**src/rtl/vga_pkg.sv**
```systemverilog
// vga_pkg: shared 800x600@60 Hz timing constants and count width for the video pipeline.
package vga_pkg;
  localparam int COUNT_W          = 11;
  localparam int VGA_H_ACTIVE     = 800;
  localparam int VGA_H_FP         = 40;
  localparam int VGA_H_SYNC       = 128;
  localparam int VGA_H_BP         = 88;
  localparam int VGA_V_ACTIVE     = 600;
  localparam int VGA_V_FP         = 1;
  localparam int VGA_V_SYNC       = 4;
  localparam int VGA_V_BP         = 23;
  localparam int VGA_H_TOTAL      = VGA_H_ACTIVE + VGA_H_FP + VGA_H_SYNC + VGA_H_BP;
  localparam int VGA_V_TOTAL      = VGA_V_ACTIVE + VGA_V_FP + VGA_V_SYNC + VGA_V_BP;
  localparam int VGA_H_SYNC_START = VGA_H_ACTIVE + VGA_H_FP;
  localparam int VGA_H_SYNC_END   = VGA_H_SYNC_START + VGA_H_SYNC;
  localparam int VGA_V_SYNC_START = VGA_V_ACTIVE + VGA_V_FP;
  localparam int VGA_V_SYNC_END   = VGA_V_SYNC_START + VGA_V_SYNC;
endpackage

```
**src/rtl/wrap_counter.sv**
```systemverilog
// wrap_counter: enabled up-counter that wraps to 0 after MAX, with combinational terminal count.
module wrap_counter #(
  parameter int WIDTH = 11,
  parameter int MAX   = 1055
) (
  input  logic             clk,
  input  logic             rst,
  input  logic             en,
  output logic [WIDTH-1:0] count,
  output logic             wrap
);
  assign wrap = en && (count == WIDTH'(MAX));
  always_ff @(posedge clk)
    count <= rst ? '0 : wrap ? '0 : en ? count + 1'b1 : count;
endmodule

```
**src/rtl/vga_timing.sv**
```systemverilog
// vga_timing: raster counters with registered sync/blank flags aligned to the counts.
// Optional frame_start pulse output when VGA_TIMING_FRAME_START_EN is defined.
module vga_timing
  import vga_pkg::*;
#(
  parameter int H_ACTIVE = VGA_H_ACTIVE,
  parameter int H_FP     = VGA_H_FP,
  parameter int H_SYNC   = VGA_H_SYNC,
  parameter int H_BP     = VGA_H_BP,
  parameter int V_ACTIVE = VGA_V_ACTIVE,
  parameter int V_FP     = VGA_V_FP,
  parameter int V_SYNC   = VGA_V_SYNC,
  parameter int V_BP     = VGA_V_BP
) (
  input  logic               clk,
  input  logic               rst,
  output logic [COUNT_W-1:0] hcount,
  output logic               hsync,
  output logic               hblnk,
  output logic [COUNT_W-1:0] vcount,
  output logic               vsync,
`ifdef VGA_TIMING_FRAME_START_EN
  output logic               frame_start,
`endif
  output logic               vblnk
);
  localparam int H_TOTAL = H_ACTIVE + H_FP + H_SYNC + H_BP;
  localparam int V_TOTAL = V_ACTIVE + V_FP + V_SYNC + V_BP;
  localparam logic [COUNT_W-1:0] HA  = COUNT_W'(H_ACTIVE);
  localparam logic [COUNT_W-1:0] HSS = COUNT_W'(H_ACTIVE + H_FP);
  localparam logic [COUNT_W-1:0] HSE = COUNT_W'(H_ACTIVE + H_FP + H_SYNC);
  localparam logic [COUNT_W-1:0] VA  = COUNT_W'(V_ACTIVE);
  localparam logic [COUNT_W-1:0] VSS = COUNT_W'(V_ACTIVE + V_FP);
  localparam logic [COUNT_W-1:0] VSE = COUNT_W'(V_ACTIVE + V_FP + V_SYNC);
  if (H_TOTAL > 2048 || V_TOTAL > 2048) begin : g_bad_totals
    $error("vga_timing: H_TOTAL/V_TOTAL must not exceed 2048");
  end
  logic               h_wrap, v_wrap;
  logic [COUNT_W-1:0] hn, vn;
  wrap_counter #(.WIDTH(COUNT_W), .MAX(H_TOTAL - 1)) u_h (
    .clk(clk), .rst(rst), .en(1'b1), .count(hcount), .wrap(h_wrap)
  );
  wrap_counter #(.WIDTH(COUNT_W), .MAX(V_TOTAL - 1)) u_v (
    .clk(clk), .rst(rst), .en(h_wrap), .count(vcount), .wrap(v_wrap)
  );
  // Flags are derived from the counters' next values so they land with the counts.
  always_comb begin
    hn = h_wrap ? '0 : hcount + 1'b1;
    vn = v_wrap ? '0 : vcount + COUNT_W'(h_wrap);
  end
  always_ff @(posedge clk) begin
    hblnk <= !rst && (hn >= HA);
    hsync <= !rst && (hn >= HSS) && (hn < HSE);
    vblnk <= !rst && (vn >= VA);
    vsync <= !rst && (vn >= VSS) && (vn < VSE);
  end
`ifdef VGA_TIMING_FRAME_START_EN
  always_ff @(posedge clk)
    frame_start <= !rst && v_wrap;
`endif
endmodule

```
**config.mk**
```make
export PLATFORM = sky130hd
export DESIGN_NAME = vga_timing
export DESIGN_NICKNAME = d
export VERILOG_FILES = /design/src/rtl/vga_pkg.sv /design/src/rtl/wrap_counter.sv /design/src/rtl/vga_timing.sv
export SDC_FILE = /design/constraint.sdc
export NUM_CORES = 1
export LEC_CHECK = 0
export ABC_AREA = 1
export ABC_CLOCK_PERIOD_IN_PS = 4770
export CAP_MARGIN = 30
export CORE_MARGIN = 2
export CORE_UTILIZATION = 35
export DETAILED_ROUTE_END_ITERATION = 10
export PLACE_DENSITY_LB_ADDON = 0.05
export SLEW_MARGIN = 20
export SYNTH_ARGS = -nofsm -noshare
export SYNTH_HDL_FRONTEND = slang
export SYNTH_SLANG_ARGS = --single-unit
```
**constraint.sdc**
```tcl
create_clock -name clk -period 4.77 [get_ports clk]
set_input_delay 0.954 -clock clk [delete_from_list [all_inputs] [get_ports clk]]
set_output_delay 0.954 -clock clk [all_outputs]
set_load 0.01 [all_outputs]
```
## Word level (Yosys, flattened, before mapping)

Cells that the tools add are included.

| storage, ports and cells | value |
|---|---|
| register bits after elaboration | 26 |
| latch bits | 0 |
| memory bits (writable) | 0 |
| ROM bits | 0 |
| bits of input ports | 2 |
| word-level logic and storage cells | 28 |
| memories kept | 0 |

| cells by class | value |
|---|---|
| add/subtract/negate cells | 3 |
| multipliers | 0 |
| div/mod/pow operators | 0 |
| order comparisons | 6 |
| eq/ne operators | 2 |
| shifts and indexed selects | 0 |
| multiplexer cells | 2 |
| bitwise operators | 0 |
| reduce and logical (&&, ||, !) cells | 9 |

Operators with widths:

| cell | count |
|---|---|
| $ge A11 B10 Y1 const B | 4 |
| $add A11 B1 Y11 const B | 2 |
| $lt A11 B10 Y1 const B | 2 |
| $mux W11 | 2 |
| $add A11 B1 Y11 | 1 |
| $eq A11 B10 Y1 const B | 1 |
| $eq A11 B11 Y1 const B | 1 |
| $logic_and A1 B1 Y1 | 7 |
| $reduce_or A2 Y1 | 1 |
| $logic_not A1 Y1 | 1 |

## Depth between registers and ports, before layout

Gate-level depths: netlist of the first run.

| logic depth | value |
|---|---|
| depth in word-level cells | 6 |
| mapped depth | 20 |

## Hierarchy

From an unflattened synthesis of the first run, not the netlist that was laid out.

| unflattened totals | value |
|---|---|
| cell total of the unflattened synthesis | 322 |
| area total of the unflattened synthesis | 2,065.7 µm² |

By module, submodules not included:

| module | times used | cells each | area each (µm²) |
|---|---|---|---|
| vga_timing | 1 | 147 | 767.0 |
| wrap_counter at u_h | 1 | 90 | 655.6 |
| wrap_counter at u_v | 1 | 85 | 643.1 |

## Least setup slack after synthesis of the first run

No wires, ideal clock.

| timing path | value |
|---|---|
| path kind | flip-flop to flip-flop |
| start point | reg u_h.count[0] |
| end point | reg vsync |
| setup time | 0.112 ns |
| arrival | 2.179 ns |
| path slack | 2.479 ns |
| cell stages (with the launch flop) | 21 |
| path through | dfxtp_1 ha_1 nand2_2 nor2_4 inv_2 nor2_8 ha_1 ha_1 nand3_1 inv_1 nand2_1 nand2_1 nand2_1 nand2_1 inv_1 nand2_1 nand2_1 nand2_1 nor2_1 nand2_1 nor2_1 |

| between the ends | value |
|---|---|
| word-level cells in the longest chain between the ends | 6 |
| elaborated cells on any way between the ends | 8 |

RTL lines:

| item | line | RTL |
|---|---|---|
| from (decl) | wrap_counter.sv:9 | `output logic [WIDTH-1:0] count,` |
| from (signal assigned) | wrap_counter.sv:14 | `count <= rst ? '0 : wrap ? '0 : en ? count + 1'b1 : count;` |
| $eq A11 B11 Y1 (*) | wrap_counter.sv:12 | `assign wrap = en && (count == WIDTH'(MAX));` |
| $add A11 B1 Y11 / $logic_and A1 B1 Y1 (equally long branches) | vga_timing.sv:49, wrap_counter.sv:12 |  |
| $mux W11 (*) | vga_timing.sv:49 | `vn = v_wrap ? '0 : vcount + COUNT_W'(h_wrap);` |
| $ge A11 B10 Y1 | vga_timing.sv:55 | `vsync <= !rst && (vn >= VSS) && (vn < VSE);` |
| $logic_and A1 B1 Y1 | vga_timing.sv:55 |  |
| $logic_and A1 B1 Y1 (*) | vga_timing.sv:55 |  |
| to (signal assigned) | vga_timing.sv:55 |  |
| to (decl) | vga_timing.sv:21 | `output logic vsync,` |

Every way passes the cells marked *; elsewhere a longest branch is shown, timed or not.
A chain may end at the register's enable or synchronous reset.

## Worst setup path in the final report of the first run

Same ends and word-level chain as after synthesis.

==> impl_metrics.py, run 1 <==
metrics = {
    "run_status": {
        "status": "finished, final reports clean",
    },
    "pwr": {
        "p_sw_mw": 0.0811,
        "ir_worst_vdd_mv": 0.0930,
        "pwr-share-clk": 0.350,
        "p_sw_frac": 0.223,
        "p_per_area_mw_per_mm2": 186,
        "comb_power_share": 0.040,
        "p_leak_nw": 0.839,
        "seq_power_share": 0.610,
        "p_int_mw": 0.282,
    },
    "timing": {
        "hold_violations": 0,
        "worst_slack_ps": 2230,
        "slew_headroom": 0.667,
        "skew_ps": 9.89,
        "period_needed_ps": 2540,
        "setup_violations": 0,
        "grt_setup_unrepaired": "no",
        "finalSetupTns_ps": 0,
        "tightest_slew_ps": 499,
        "fmax_mhz": 394,
        "slew_viol_final": 0,
        "fin_crit_sh": 0.532,
    },
    "hold_path": {
        "hold_class": "reg2reg",
        "min_from": "u_v.count[10]",
        "hold_depth": 2,
        "whs_endpoint": "u_v.count[10]",
    },
    "route": {
        "wire_per_inst_um": 11.3,
        "num_vias": 1565,
        "drt-initial-drc-count": 79,
        "drt-pass1-iter-count": 4,
        "drc": 0,
        "vias_per_cell": 4.82,
        "wirelength_mm": 3.69,
        "ant_nets": 0,
    },
    "layout": {
        "drive_above_1_share": 0.0696,
        "area_delta_synth_final_pct": 22.4,
        "nets": 282,
        "antenna_cells": 0,
        "layout_common_cells": "nand2_1 (69), nor2_1 (36), inv_1 (30), clkdlybuf4s50_1 (27), dfxtp_1 (26)",
        "final_common_cell": "nand2_1",
        "fin_util": 0.446,
    },
    "critical_path": {
        "path_buf_inv": 3,
        "worstSetupPathType": "reg2reg",
        "crit_path_max_fanout": 7,
        "max_stage_delay_ps": 440,
        "cp-start-kind": "register",
        "reg2reg_from": "u_h.count[0]",
        "path_delay_family": "simple AND/OR/NAND/NOR gates",
        "crit_path_frequent_cell": "nand2_1",
        "worstPathRequired_ps": 4990,
        "cpMaxStageDelayCell": "dfxtp_1",
        "rrSetupSlack_ps": 2230,
        "cp-end-kind": "register",
        "critPathArrivalTime_ps": 2760,
        "worstReg2RegEnd": "vsync",
        "ff2ff_path_depth": 19,
        "critical_path.cell_chain": "ha_1, nand2_2, nor2_4, inv_2, nor2_8, ha_1, ha_1, nand3_1, inv_1, nand3_1, nand2_1, nand2_1, inv_1, nand2_1, nand2_1, nand2_1, nor2_1, nand2_1, nor2_1",
    },
    "global_route": {
        "grt_max_degree": 14,
        "grt_pass1_wl_mm": 6.42,
        "grt_use_total": 0.157,
        "antenna_found_initial": 0,
        "grt_pass1_vias": 1502,
        "overflow": 0,
    },
    "run": {
        "cap_violations": 0,
    },
    "clock_tree": {
        "clkLatencyLatePin_ps": 270,
        "clk_pin_slew_worst_paths_ps": 90,
        "post_cts_buffers": 0,
        "hold_buffers": 0,
        "cts.sink_count": 26,
        "htreeDepth": 1,
        "cts_resized": 0,
        "cts_buffers": 3,
        "cts_buffer_depth": 2,
        "cts-root-buf": "clkbuf_8",
        "cts_tree": "built",
    },
    "die": {
        "start_util": 0.364,
        "core.rowCount": 24,
        "dieArea_sq_mm": 0.00512,
        "fp.coreArea_sq_mm": 0.00438,
        "io_pins": 28,
        "dieWidth_um": 71.5,
        "die_h_um": 71.5,
    },
    "yosys": {
        "yosys-top-cells-area": "dfxtp_1 (33%), nand2_1 (16%), nor2_1 (8.5%)",
        "synth.top_cell.area_share": 0.326,
        "ys_seq_area_frac": 0.326,
        "yosysTopAreaCell": "dfxtp_1",
        "ys_ff_latch": 26,
        "ys_warn_count": 0,
        "syn_nets": 253,
        "postSynthAreaPerCell_sq_um": 6.49,
        "synthCells": 246,
        "syn_area_sq_mm": 0.00160,
        "synth_cell_types": 33,
    },
    "place": {
        "gp_congestion": 0.872,
        "post-place-ws_ps": 2220,
        "dp_hpwl_mm": 2.82,
        "portBuffers": 27,
    },
}
==> cell families after synthesis <==
family | count (synthesis) | share of synthesized area
fa+ha+maj | 5 | 0.0392
flops | 26 | 0.326
simple gates | 150 | 0.437
xor+xnor | 4 | 0.0219
buf+inv | 35 | 0.0878
compound gates | 26 | 0.0886
==> layer usage <==
layer  wire length [um]  up-vias  track usage
li1                   -      836            -
met1               1760      691        0.196
met2               1750       31        0.267
met3                105        7       0.0211
met5                  0        -            0
met4                 71        0       0.0713
==> cell usage after synthesis (all sizes together) <==
cell    instances
a21oi          12
and2            2
buf             2
clkbuf          1
clkinv          1
dfxtp          26
ha              5
inv            31
nand2          72
nand2b          1
nand3          20
nand4           7
nor2           42
nor3            3
o21a            1
o21ai          10
o21bai          2
o311ai          1
or2             3
xnor2           1
xor2            3
==> stage by stage <==
step | hold slack (ps) | total power [mW] | area [sq um] | std cells
5_1_grt | 570 | 0.380 | 1950 | 325
4_1_cts | 549 | 0.372 | 1950 | 325
3_3_place_gp | 534 | 0.242 | 1910 | 322
6_report | 544 | 0.363 | 1950 | 325
3_5_place_dp | 534 | 0.242 | 1910 | 322
2_1_floorplan | 527 | 0.234 | 1600 | 246
==> state kept, by name (all words and copies together) (netlist names) <==
name and flops:
hblnk 1, hsync 1, u_h.count 11, u_v.count 11, vblnk 1, vsync 1
==> worst max path at each step <==
stage	from	endpoint	slack (ps)	cells after the start
floorplan	u_h.count[0]	vsync	2480	20
global placement	u_h.count[0]	vblnk	2240	19
detailed placement	u_h.count[0]	vsync	2220	19
CTS	u_h.count[0]	vsync	2190	19
global route	u_h.count[0]	vsync	1840	19
finish	u_h.count[0]	vsync	2230	19
==> area by class of cell <==
type,count,area (sq um)
multi-input cells,185,936
flip-flops and latches,26,520
repair buffers,27,270
inverters,32,121
fillers,473,2430
well taps,52,65.1
clock buffers,3,41.3
==> power by group through the flow <==
stage / clock [mW] / sequential (mW) / combinational, mW
floorplan: 0 / 0.228 / 0.00689
global placement: 0 / 0.227 / 0.0147
detailed placement: 0 / 0.227 / 0.0147
CTS: 0.135 / 0.222 / 0.0148
global route: 0.142 / 0.223 / 0.0159
finish: 0.127 / 0.222 / 0.0145
==> worst reg2reg max path, stage by stage, from the launching register on <==
cell	delay, ps
dfxtp_1	440
ha_1	220
nand2_2	80
nor2_4	140
inv_2	80
nor2_8	170
ha_1	210
ha_1	250
nand3_1	130
inv_1	140
nand3_1	70
nand2_1	90
nand2_1	50
inv_1	50
nand2_1	40
nand2_1	50
nand2_1	60
nor2_1	80
nand2_1	50
nor2_1	70
(Power assumes the default switching activity.)
==> run 2: changes to the inputs <==
--- a/config.mk
+++ b/config.mk
@@ -6,7 +6,7 @@
 export NUM_CORES = 1
 export LEC_CHECK = 0
 export ABC_AREA = 1
-export ABC_CLOCK_PERIOD_IN_PS = 4770
+export ABC_CLOCK_PERIOD_IN_PS = 2200
 export CAP_MARGIN = 30
 export CORE_MARGIN = 2
 export CORE_UTILIZATION = 35
==> constraint.sdc (replaced) <==
create_clock -name clk -period 2.2 [get_ports clk]
set_input_delay 0.44 -clock clk [delete_from_list [all_inputs] [get_ports clk]]
set_output_delay 0.44 -clock clk [all_outputs]
set_load 0.01 [all_outputs]
==> impl_metrics.py, run 2 (synthesis gave the netlist of run 1 again) <==
metrics = {
    "clock_tree": {
        "cts_buffer_depth": 2,
        "cts.sink_count": 26,
        "cts_tree": "built",
        "clk_pin_slew_worst_paths_ps": 100,
        "clkLatencyLatePin_ps": 270,
        "htreeDepth": 1,
        "cts_buffers": 3,
        "cts-root-buf": "clkbuf_8",
    },
    "critical_path": {
        "reg2reg_from": "u_h.count[0]",
        "crit_cells": 1,
        "worstReg2RegEnd": "vsync",
        "cp-start-kind": "register",
        "ff2ff_path_depth": 17,
        "worstPathRequired_ps": 1760,
        "critPathArrivalTime_ps": 1670,
        "startpoint": "u_v.count[2]",
        "cp-end-kind": "primary output",
        "max_stage_delay_ps": 730,
        "rrSetupSlack_ps": 190,
        "path_buf_inv": 1,
        "path_delay_family": "flip-flops",
        "critPathCapture": "vcount[2]",
        "cpMaxStageDelayCell": "dfxtp_1",
        "worstSetupPathType": "reg2out",
        "critical_path.cell_chain": "clkdlybuf4s50_1",
        "crit_path_max_fanout": 13,
    },
    "pwr": {
        "p_per_area_mw_per_mm2": 421,
        "p_int_mw": 0.741,
        "p_leak_nw": 0.920,
        "p_total_mw": 0.932,
        "p_sw_mw": 0.191,
        "comb_power_share": 0.049,
        "pwr-share-clk": 0.436,
        "ir_worst_vdd_mv": 0.342,
        "seq_power_share": 0.515,
        "p_sw_frac": 0.205,
    },
    "layout": {
        "fill_cells": 453,
        "fin_util": 0.505,
        "drive_above_1_share": 0.194,
        "seqCellArea_sq_um": 524,
        "layout_common_cells": "nand2_1 (66), nor2_1 (30), inv_1 (29), clkdlybuf4s50_1 (27), dfxtp_1 (23)",
        "area_delta_synth_final_pct": 38.7,
        "final_common_cell": "nand2_1",
        "reg_top3": "u_h.count (11), u_v.count (11)",
        "nets": 296,
        "design_area_sq_mm": 0.00221,
        "multiInputGateArea_sq_mm": 0.00105,
        "antenna_cells": 0,
    },
    "global_route": {
        "antenna_found_initial": 0,
        "grt_use_total": 0.163,
        "grt_pass1_vias": 1470,
        "grt_max_degree": 16,
        "overflow": 0,
        "grt_pass1_wl_mm": 6.56,
    },
    "run": {
        "cap_violations": 0,
    },
    "place": {
        "portBuffers": 27,
        "gp_congestion": 0.945,
        "dp_hpwl_mm": 3.08,
        "post-place-ws_ps": 25.6,
        "place_area_sq_mm": 0.00202,
    },
    "timing": {
        "skew_ps": 3.66,
        "setup_violations": 0,
        "slew_viol_final": 0,
        "tightest_slew_ps": 631,
        "finalSetupTns_ps": 0,
        "hold_violations": 0,
        "fmax_mhz": 475,
        "period_needed_ps": 2110,
        "worst_slack_ps": 93.9,
        "slew_headroom": 0.579,
        "fin_crit_sh": 0.957,
    },
    "route": {
        "vias_per_cell": 4.73,
        "wire_per_inst_um": 11.8,
        "num_vias": 1609,
        "drt-initial-drc-count": 58,
        "drt-pass1-iter-count": 4,
        "drc": 0,
        "wirelength_mm": 4.02,
        "ant_nets": 0,
    },
    "die": {
        "dieWidth_um": 71.5,
        "io_pins": 28,
        "fp.coreArea_sq_mm": 0.00438,
        "die_h_um": 71.5,
        "dieArea_sq_mm": 0.00512,
        "start_util": 0.364,
        "core.rowCount": 24,
    },
    "run_status": {
        "status": "finished, final reports clean",
    },
    "hold_path": {
        "hold_class": "reg2reg",
    },
}
==> run 2: cell count changes in the layout (fill, tap and decap cells not counted), sizes merged <==
cell,before,now
buf,0,14
bufinv,0,1
==> run 2: per-layer routing <==
metal,up-vias,global-route usage,wire length [um]
li1,866,-,-
met1,720,0.197,1880
met2,19,0.295,2030
met3,4,0.0225,68
met4,0,0.0524,50
met5,-,0,0
==> run 2: worst min-delay path, stage by stage, from the launching register on <==
cell	delay [ps]
dfxtp_2	350
xor2_1	90
nor2_1	80
==> run 2: timing repair <==
| item | 4_1_cts | 5_1_grt |
|---|---|---|
| resized for setup | 4 | 27 |
| pin swaps | 1 | 11 |
| gates cloned | 0 | 0 |
| hold endpoints to repair | 0 | 0 |
| setup buffers | 0 | 1 |
| setup endpoints to repair | 1 | 2 |
| hold buffers | 0 | 0 |
==> run 2: layout make-up <==
type | count | area share
well taps | 52 | 0.0294
clock inverters | 1 | 0.0136
repair buffers | 41 | 0.169
inverters | 32 | 0.0559
multi-input cells | 185 | 0.476
clock buffers | 3 | 0.0186
flip-flops and latches | 26 | 0.237
==> run 2: worst min-delay path by stage <==
stage	cells after the start	slack, ps	endpoint	from
global placement	2	540	u_h.count[0]	u_h.count[0]
finish	2	540	u_h.count[4]	u_h.count[4]
floorplan	1	480	u_h.count[0]	u_h.count[0]
CTS	2	550	u_v.count[4]	u_v.count[4]
global route	2	570	u_v.count[4]	u_v.count[4]
detailed placement	2	530	u_v.count[4]	u_v.count[4]
==> run 2: power by group through the flow <==
stage | Clock (mW) | Sequential [mW] | Combinational [mW]
floorplan | 0 | 0.494 | 0.0150
global placement | 0 | 0.489 | 0.0454
detailed placement | 0 | 0.489 | 0.0458
CTS | 0.430 | 0.478 | 0.0458
global route | 0.444 | 0.480 | 0.0509
finish | 0.407 | 0.480 | 0.0456
==> run 2: through the flow <==
| stage | instances | hold slack [ps] |
|---|---|---|
| floorplan | 246 | 476 |
| global placement | 335 | 542 |
| detailed placement | 335 | 532 |
| CTS | 339 | 551 |
| global route | 340 | 569 |
| finish | 340 | 544 |
